## src/rtl/packer_pkg.sv

```systemverilog
// Shared defaults and lane/word types for the byte-to-word packer.
package packer_pkg;

    localparam int unsigned DEF_DATA_WIDTH     = 8;
    localparam int unsigned DEF_BYTES_PER_WORD = 4;
    localparam int unsigned DEF_IDX_WIDTH      = $clog2(DEF_BYTES_PER_WORD);

    typedef logic [DEF_DATA_WIDTH-1:0]        lane_t;
    typedef lane_t [DEF_BYTES_PER_WORD-1:0]   word_t;
    typedef logic [DEF_IDX_WIDTH-1:0]         lane_idx_t;

endpackage

```

## src/rtl/byte_word_packer.sv

```systemverilog
// Packs a valid/ready byte stream into BYTES_PER_WORD-lane words; in_last flushes a partial word.
// Build option PACKER_MSB_FIRST_EN selects big-endian lane fill (first byte in the top lane).
module byte_word_packer
    import packer_pkg::*;
#(
    parameter int unsigned DATA_WIDTH     = DEF_DATA_WIDTH,
    parameter int unsigned BYTES_PER_WORD = DEF_BYTES_PER_WORD,
    parameter int unsigned CNT_WIDTH      = $clog2(BYTES_PER_WORD + 1)
) (
    input  logic                                       clk,
    input  logic                                       rst,
    input  logic                                       in_valid,
    output logic                                       in_ready,
    input  logic [DATA_WIDTH-1:0]                      in_byte,
    input  logic                                       in_last,
    output logic                                       out_valid,
    input  logic                                       out_ready,
    output logic [BYTES_PER_WORD-1:0][DATA_WIDTH-1:0]  out_word,
    output logic [CNT_WIDTH-1:0]                       out_count,
    output logic [15:0]                                word_cnt
);

    localparam int unsigned IDX_WIDTH = $clog2(BYTES_PER_WORD);
    localparam logic [IDX_WIDTH-1:0] LAST_IDX = IDX_WIDTH'(BYTES_PER_WORD - 1);

    logic [BYTES_PER_WORD-1:0][DATA_WIDTH-1:0] acc_q, acc_d;
    logic [BYTES_PER_WORD-1:0][DATA_WIDTH-1:0] out_word_q;
    logic [IDX_WIDTH-1:0]                      idx_q;
    logic [IDX_WIDTH-1:0]                      pos;
    logic [CNT_WIDTH-1:0]                      out_count_q;
    logic                                      out_valid_q;
    logic [15:0]                               word_cnt_q;
    logic                                      in_fire;
    logic                                      out_fire;
    logic                                      complete;

    assign in_ready = !out_valid_q || out_ready;
    assign in_fire  = in_valid && in_ready;
    assign out_fire = out_valid_q && out_ready;
    assign complete = in_fire && ((idx_q == LAST_IDX) || in_last);

`ifdef PACKER_MSB_FIRST_EN
    assign pos = LAST_IDX - idx_q;
`else
    assign pos = idx_q;
`endif

    // Accumulator is cleared on every completion, so unwritten lanes are already zero.
    always_comb begin
        acc_d      = acc_q;
        acc_d[pos] = in_byte;
    end

    always_ff @(posedge clk) begin
        if (rst) begin
            acc_q       <= '0;
            idx_q       <= '0;
            out_word_q  <= '0;
            out_count_q <= '0;
            out_valid_q <= 1'b0;
            word_cnt_q  <= '0;
        end else begin
            if (out_fire) begin
                word_cnt_q <= word_cnt_q + 16'd1;
            end
            if (complete) begin
                out_word_q  <= acc_d;
                out_count_q <= CNT_WIDTH'(idx_q) + CNT_WIDTH'(1);
                out_valid_q <= 1'b1;
                acc_q       <= '0;
                idx_q       <= '0;
            end else begin
                if (out_fire) begin
                    out_valid_q <= 1'b0;
                end
                if (in_fire) begin
                    acc_q <= acc_d;
                    idx_q <= idx_q + IDX_WIDTH'(1);
                end
            end
        end
    end

    assign out_valid = out_valid_q;
    assign out_word  = out_word_q;
    assign out_count = out_count_q;
    assign word_cnt  = word_cnt_q;

endmodule
```

## config.mk

```make
export PLATFORM = sky130hd
export DESIGN_NAME = byte_word_packer
export DESIGN_NICKNAME = d
export VERILOG_FILES = /design/src/rtl/packer_pkg.sv /design/src/rtl/byte_word_packer.sv
export SDC_FILE = /design/constraint.sdc
export NUM_CORES = 1
export LEC_CHECK = 0
export CORE_ASPECT_RATIO = 1.25
export CORE_MARGIN = 5
export CORE_UTILIZATION = 30
export CTS_CLUSTER_DIAMETER = 60
export CTS_CLUSTER_SIZE = 10
export DETAILED_ROUTE_END_ITERATION = 6
export SLEW_MARGIN = 15
export SYNTH_ARGS = -nofsm -noshare
export SYNTH_HDL_FRONTEND = slang
export SYNTH_SLANG_ARGS = --single-unit
```

## constraint.sdc

```tcl
create_clock -name clk -period 5.2 [get_ports clk]
set_input_delay 1.56 -clock clk [delete_from_list [all_inputs] [get_ports clk]]
set_output_delay 1.56 -clock clk [all_outputs]
set_load 0.01 [all_outputs]
```

==> results of run 1 <==
==> cell usage after synthesis <==
cell and number:
a211oi_1 33, a21oi_1 9, and4_1 2, and4_2 1
buf_1 8, buf_2 12, clkbuf_1 13, dfxtp_1 86
ha_1 5, inv_1 3, mux2i_1 65, nand2_1 11
nand2b_1 1, nand3_1 14, nand4_1 3, nand4_2 1
nor2_1 78, nor3_1 1, nor4_1 1, o211a_1 1
o21ai_0 3, o31ai_1 2, or2_1 1, or3_2 2
or3_4 1, or4_1 1, or4_2 1, or4b_2 1
xnor2_1 3, xor2_1 8
==> flip-flops by register name (all words and copies together), names as in the netlist <==
register and cells:
acc_q 32, idx_q 2, out_count 3, out_valid 1, out_word 32, word_cnt 16
==> cells in the final DEF, fill, tap and decap left out, drive strengths merged <==
master,synthesis,routed
mux2i,65,65
buf,20,5
nand2b,1,1
clkbuf,13,12
nand3,14,14
clkinv,0,2
or2,1,1
and4,3,3
ha,5,5
o21ai,3,3
dfxtp,86,86
inv,3,3
nor2,78,78
or3,3,3
clkdlybuf4s50,0,64
xor2,8,8
o211a,1,1
or4,2,2
nor3,1,1
o31ai,2,2
a21oi,9,9
bufinv,0,1
nor4,1,1
xnor2,3,3
nand4,4,4
or4b,1,1
a211oi,33,33
nand2,11,11
==> power by group <==
part / internal, mW / switching (mW)
Clock: 0.396 / 0.245
Sequential: 0.685 / 0.0150
Combinational: 0.0802 / 0.0867
==> critical path: cells and delay by family <==
family | cells | cell delay (ps)
buffers and inverters | 2 | 1130
AND/OR/NAND/NOR | 1 | 180
==> worst max path at each step <==
stage               slack, ps       end
finish                    770  in_ready
global route              700  in_ready
CTS                       760  in_ready
detailed placement        770  in_ready
global placement          770  in_ready
floorplan                1800  in_ready
==> logic make-up after synthesis <==
group,Yosys count
adders and majority gates,5
muxes,65
and+or+nand+nor,120
xor gates and xnor gates,11
DFF,86
AOI/OAI and AO/OA,48
buffers and inverters,36
==> cell type report <==
| cell class | instances | area, um2 |
|---|---|---|
| Inverter | 3 | 11.26 |
| Clock buffer | 12 | 256.5 |
| Fill cell | 1128 | 7024 |
| Sequential cell | 86 | 1722 |
| Tap cell | 161 | 201.4 |
| Clock inverter | 3 | 43.79 |
| Multi-Input combinational cell | 249 | 1682 |
| Timing Repair Buffer | 69 | 675.6 |
==> per-stage QoR <==
| step | power [mW] | cells |
|---|---|---|
| floorplan | 0.8157 | 371 |
| global placement | 0.8825 | 568 |
| detailed placement | 0.8845 | 568 |
| CTS | 1.529 | 583 |
| global route | 1.576 | 583 |
| finish | 1.507 | 583 |
==> per-layer routing <==
metal / vias up / share of wire (%)
met5: - / 0
met2: 64 / 48
li1: 1392 / -
met4: 0 / 1.2
met3: 6 / 5.7
met1: 1267 / 45
==> run_results.csv, run 1 <==
group,metric,value,unit
outcome,outcome,"completed",
setup_path,worst-endpoint-arrival,2870,ps
route,wirelength,8.104,mm
place,dp_hpwl,5.695,mm
setup_path,cp-start-kind,"input port",
global_route,globalRouteTotalUtil,11.89,%
setup_path,path_common_cell,"clkdlybuf4s50_1",
die,fp.dieArea,14140,um2
synth,synth_mux_area_share,18.31,%
timing,rsz0062_at_grt,"false",
place,placedInstanceArea,4292,um2
setup_path,worstRegToRegCells,5,
route,vias,2729,
global_route,grt_max_degree,54,
cells_and_area,num_antenna_cells,0,
worst_hold_path,worst_hold_path_type,"reg2reg",
die,core_area,11620,um2
cells_and_area,nNetsFinal,436,
setup_path,crit-reg2reg-launch,"idx_q[0]",
place,port_buffers,65,
power,power.density,328.3,nW/um2
route,post_drt_via_cell_ratio,4.681,
synth,synth_xor_area_share,2.711,%
synth,yosysUniqueCellTypes,30,
timing,timing.setup.tns,0,ps
setup_path,setup.worst_path.class,"in2out",
setup_path,crit_path_end_kind,"output pin",
setup_path,timing.critical_path.fanout_max,8,
global_route,grt.met2_usage,19.31,%
power,maximum_vdd_ir_drop,0.1623,mV
synth,synth_fa_ha_area_share,1.761,%
flow_run,cap_viol_max_count,0,
timing,period_needed,4432,ps
clocking,clk_root_buffer_cell,"clkbuf_16",
clocking,max-clock-path-buffers,2,
die,floorplan.die.width,107.3,um
synth,synth.cell_area,3553,um2
worst_hold_path,worst_hold_path.endpoint,"word_cnt[15]",
die,floorplan.initialDensity,30.59,%
global_route,groute.layer.met3.usage,3.337,%
die,die_h,131.7,um
clocking,cts_tree,"built",
clocking,cts-hold-fix-buffers,0,
global_route,grt_pass1_wl,13.32,mm
clocking,clock_insertion_delay_worst_skew,330,ps
timing,timing_hold_violations_final,0,
timing,fin_worst_skew,6.924,ps
global_route,grt_pass1_vias,2643,
die,io-pin-count,66,
setup_path,cpPeakStageDelay,580,ps
clocking,clock_sink_count,86,
route,drt-initial-drc-count,128,
synth,synthTopCellsByArea,"dfxtp_1 (48%), mux2i_1 (18%), nor2_1 (8.2%)",
synth,synth_top_family_by_area,"multiplexers",
synth,synth.yosys.warnings,0,
timing,whs,481.3,ps
timing,timing.final.max_slew_violations,0,
synth,synth.yosys.seq_area_share,48.45,%
synth,post-synth-top-area-cell,"dfxtp_1",
clocking,cts-resized-gates,0,
global_route,initial_antenna_violation_count,0,
cells_and_area,postLayoutCoreUtil,39.53,%
cells_and_area,flow.area_growth_from_synthesis,29.23,%
setup_path,worst_path_max_delay_cell,"clkdlybuf4s50_1",
route,drt-wirelength-per-cell,13.90,um
place,globalplace.congestion,0.8178,
synth,mappedNetlistNets,389,
synth,synth.ff_latch_count,86,
clocking,cts_setup_buffers,0,
cells_and_area,final_area,4592,um2
global_route,grt_most_used_layer,"met2",
global_route,met1_usage,14.70,%
clocking,cts_htree_levels,3,
timing,max-slew-margin-rel,34.66,%
synth,post_synth_inst_count,371,
setup_path,crit_path_start,"out_ready",
worst_hold_path,holdPathStages,2,
place,place_ws,771.8,ps
worst_hold_path,critical_hold_path_startpoint,"word_cnt[15]",
setup_path,critical_path.cell_chain,"clkdlybuf4s50_1 -> nand2b_1 -> clkdlybuf4s50_1",
power,leakage_dissipation,1.784,nW
clocking,tritoncts.num_buffers,9,
synth,synth-compound-area-share,9.366,%
global_route,overflow,0,
setup_path,ff2ff_setup_slack,2930,ps
route,firstDrtPassIters,4,
clocking,cts.reportedPaths.clkPinSlew,60,ps
cells_and_area,drive_gt1_share,6.398,%
synth,synth-simple-area-share,15.18,%
die,core.rowCount,44,
setup_path,reg_to_reg_endpoint,"out_count[1]",
timing,worst_margin_pin_slew,980.2,ps
timing,worst_slack,767.7,ps
setup_path,worst_ep_required_time,3640,ps
synth,mean_post_synth_cell_area,9.578,um2
synth,post-synth-top-area-fraction,48.45,%
route,drtAntennaViolNets,0,
route,drc,0,
timing,fin_crit_sh,85.24,%
timing,setup_viol,0,
timing,fmax,225.6,MHz
Note: power is estimated with default switching activity, not from simulation.
==> inputs of run 2 (changes only) <==
--- a/config.mk
+++ b/config.mk
@@ -5,6 +5,7 @@
 export SDC_FILE = /design/constraint.sdc
 export NUM_CORES = 1
 export LEC_CHECK = 0
+export CAP_MARGIN = 15
 export CORE_ASPECT_RATIO = 1.25
 export CORE_MARGIN = 5
 export CORE_UTILIZATION = 30
==> results of run 2 <==
No change in the layout: final DEF, timing and power equal those of run 1.
==> inputs of run 3 (changes only) <==
--- a/config.mk
+++ b/config.mk
@@ -12,6 +12,7 @@
 export CTS_CLUSTER_DIAMETER = 60
 export CTS_CLUSTER_SIZE = 10
 export DETAILED_ROUTE_END_ITERATION = 6
+export RECOVER_POWER = 100
 export SLEW_MARGIN = 15
 export SYNTH_ARGS = -nofsm -noshare
 export SYNTH_HDL_FRONTEND = slang
==> run_results.csv, run 3 (synthesized netlist as in run 1, its figures left out) <==
group,metric,value,unit
cells_and_area,drive_gt1_share,5.213,%
route,post_drt_via_cell_ratio,4.698,
timing,whs,477.0,ps
timing,timing_hold_violations_final,0,
route,firstDrtPassIters,4,
power,power.density,327.3,nW/um2
setup_path,reg_to_reg_endpoint,"out_count[1]",
clocking,cts.reportedPaths.clkPinSlew,60,ps
timing,period_needed,4568,ps
die,fp.dieArea,14140,um2
timing,setup_viol,0,
setup_path,crit_path_end_kind,"output pin",
die,floorplan.initialDensity,30.59,%
power,total_power,1.499,mW
route,drtAntennaViolNets,0,
die,core.rowCount,44,
global_route,globalRouteTotalUtil,11.89,%
clocking,cts_setup_buffers,0,
setup_path,setup.worst_path.end,"in_ready",
place,port_buffers,65,
cells_and_area,most-common-layout-cells,"dfxtp_1 (86), nor2_1 (78), mux2i_1 (65)",
clocking,clk_root_buffer_cell,"clkbuf_16",
timing,rsz0062_at_grt,"false",
outcome,failed_checks,"capacitance limit, slew limit",
route,drt-initial-drc-count,123,
clocking,cts-hold-fix-buffers,0,
die,core_area,11620,um2
timing,fin_worst_skew,6.545,ps
global_route,grt_pass1_wl,13.32,mm
timing,worst_margin_pin_slew,2389,ps
route,vias,2739,
global_route,grt_max_degree,54,
power,maximum_vdd_ir_drop,0.1624,mV
clocking,cts-resized-gates,0,
clocking,clock_insertion_delay_worst_skew,330,ps
die,floorplan.die.width,107.3,um
timing,fmax,218.9,MHz
place,globalplace.congestion,0.8178,
clocking,max-clock-path-buffers,2,
cells_and_area,num_antenna_cells,0,
place,dp_hpwl,5.695,mm
cells_and_area,layout.cells.most_common,"dfxtp_1",
cells_and_area,nNetsFinal,436,
flow_run,cap_viol_max_count,1,
clocking,cts_tree,"built",
clocking,tritoncts.num_buffers,9,
timing,max-slew-margin-rel,-59.29,%
setup_path,timing.critical_path.fanout_max,8,
route,drt-wirelength-per-cell,13.88,um
cells_and_area,flow.area_growth_from_synthesis,28.87,%
timing,timing.setup.tns,0,ps
route,drc,0,
setup_path,ff2ff_setup_slack,2130,ps
worst_hold_path,worst_hold_path_type,"reg2reg",
route,wirelength,8.091,mm
setup_path,worst-endpoint-arrival,3010,ps
global_route,grt_pass1_vias,2643,
global_route,overflow,0,
die,io-pin-count,66,
die,die_h,131.7,um
power,leakage_dissipation,1.931,nW
setup_path,cp-start-kind,"input port",
timing,timing.final.max_slew_violations,54,
setup_path,crit-reg2reg-launch,"idx_q[1]",
global_route,initial_antenna_violation_count,0,
clocking,cts_htree_levels,3,
setup_path,worstRegToRegCells,5,
outcome,outcome,"finished with violations",
setup_path,setup.worst_path.class,"in2out",
timing,fin_crit_sh,87.84,%
setup_path,crit_path_start,"out_ready",
place,placedInstanceArea,4292,um2
cells_and_area,final_area,4579,um2
clocking,clock_sink_count,86,
setup_path,worst_ep_required_time,3640,ps
## run 3: worst min-delay path by stage
stage / slack [ps] / depth (start not counted) / startpoint / end
6_report: 480 / 2 / word_cnt[15] / word_cnt[15]
3_3_place_gp: 460 / 2 / word_cnt[15] / word_cnt[15]
5_1_grt: 500 / 2 / out_count[2] / out_count[2]
2_1_floorplan: 460 / 2 / acc_q[24] / acc_q[24]
4_1_cts: 480 / 2 / out_count[2] / out_count[2]
3_5_place_dp: 470 / 2 / out_count[2] / out_count[2]
## run 3: layout make-up
type / count / area (um2)
Tap cell: 161 / 201.4
Inverter: 3 / 11.26
Sequential cell: 86 / 1722
Timing Repair Buffer: 69 / 663.1
Fill cell: 1133 / 7037
Multi-Input combinational cell: 249 / 1682
Clock buffer: 12 / 256.5
Clock inverter: 3 / 43.79
## run 3: worst max-delay path, cell delays in order
cell,delay (ps)
dlygate4sd3_1,630
nand2b_1,200
dlygate4sd3_1,620
## run 3: metrics by stage
step | utilization, % | setup WS, ps | cells
detailed placement | 36.95 | 771.8 | 568
floorplan | - | 1799 | 371
finish | 39.42 | 632.5 | 583
CTS | 39.53 | 762.0 | 583
global route | 39.42 | 437.7 | 583
global placement | 36.95 | 766.6 | 568
## run 3: per-layer routing
| layer | vias to the layer above | routed length, um | GRT usage [%] |
|---|---|---|---|
| li1 | 1389 | - | - |
| met1 | 1274 | 3724 | 14.70 |
| met2 | 70 | 3866 | 19.31 |
| met3 | 6 | 403 | 3.337 |
| met4 | 0 | 97 | 4.982 |
| met5 | - | 0 | 0 |
## run 3: where the power goes
part | switching, mW | total [mW] | leakage (nW) | internal (mW)
Clock | 0.244 | 0.640 | 0.149 | 0.396
Sequential | 0.0142 | 0.699 | 0.700 | 0.685
Combinational | 0.0868 | 0.160 | 1.08 | 0.0727
Total | 0.345 | 1.50 | 1.93 | 1.15
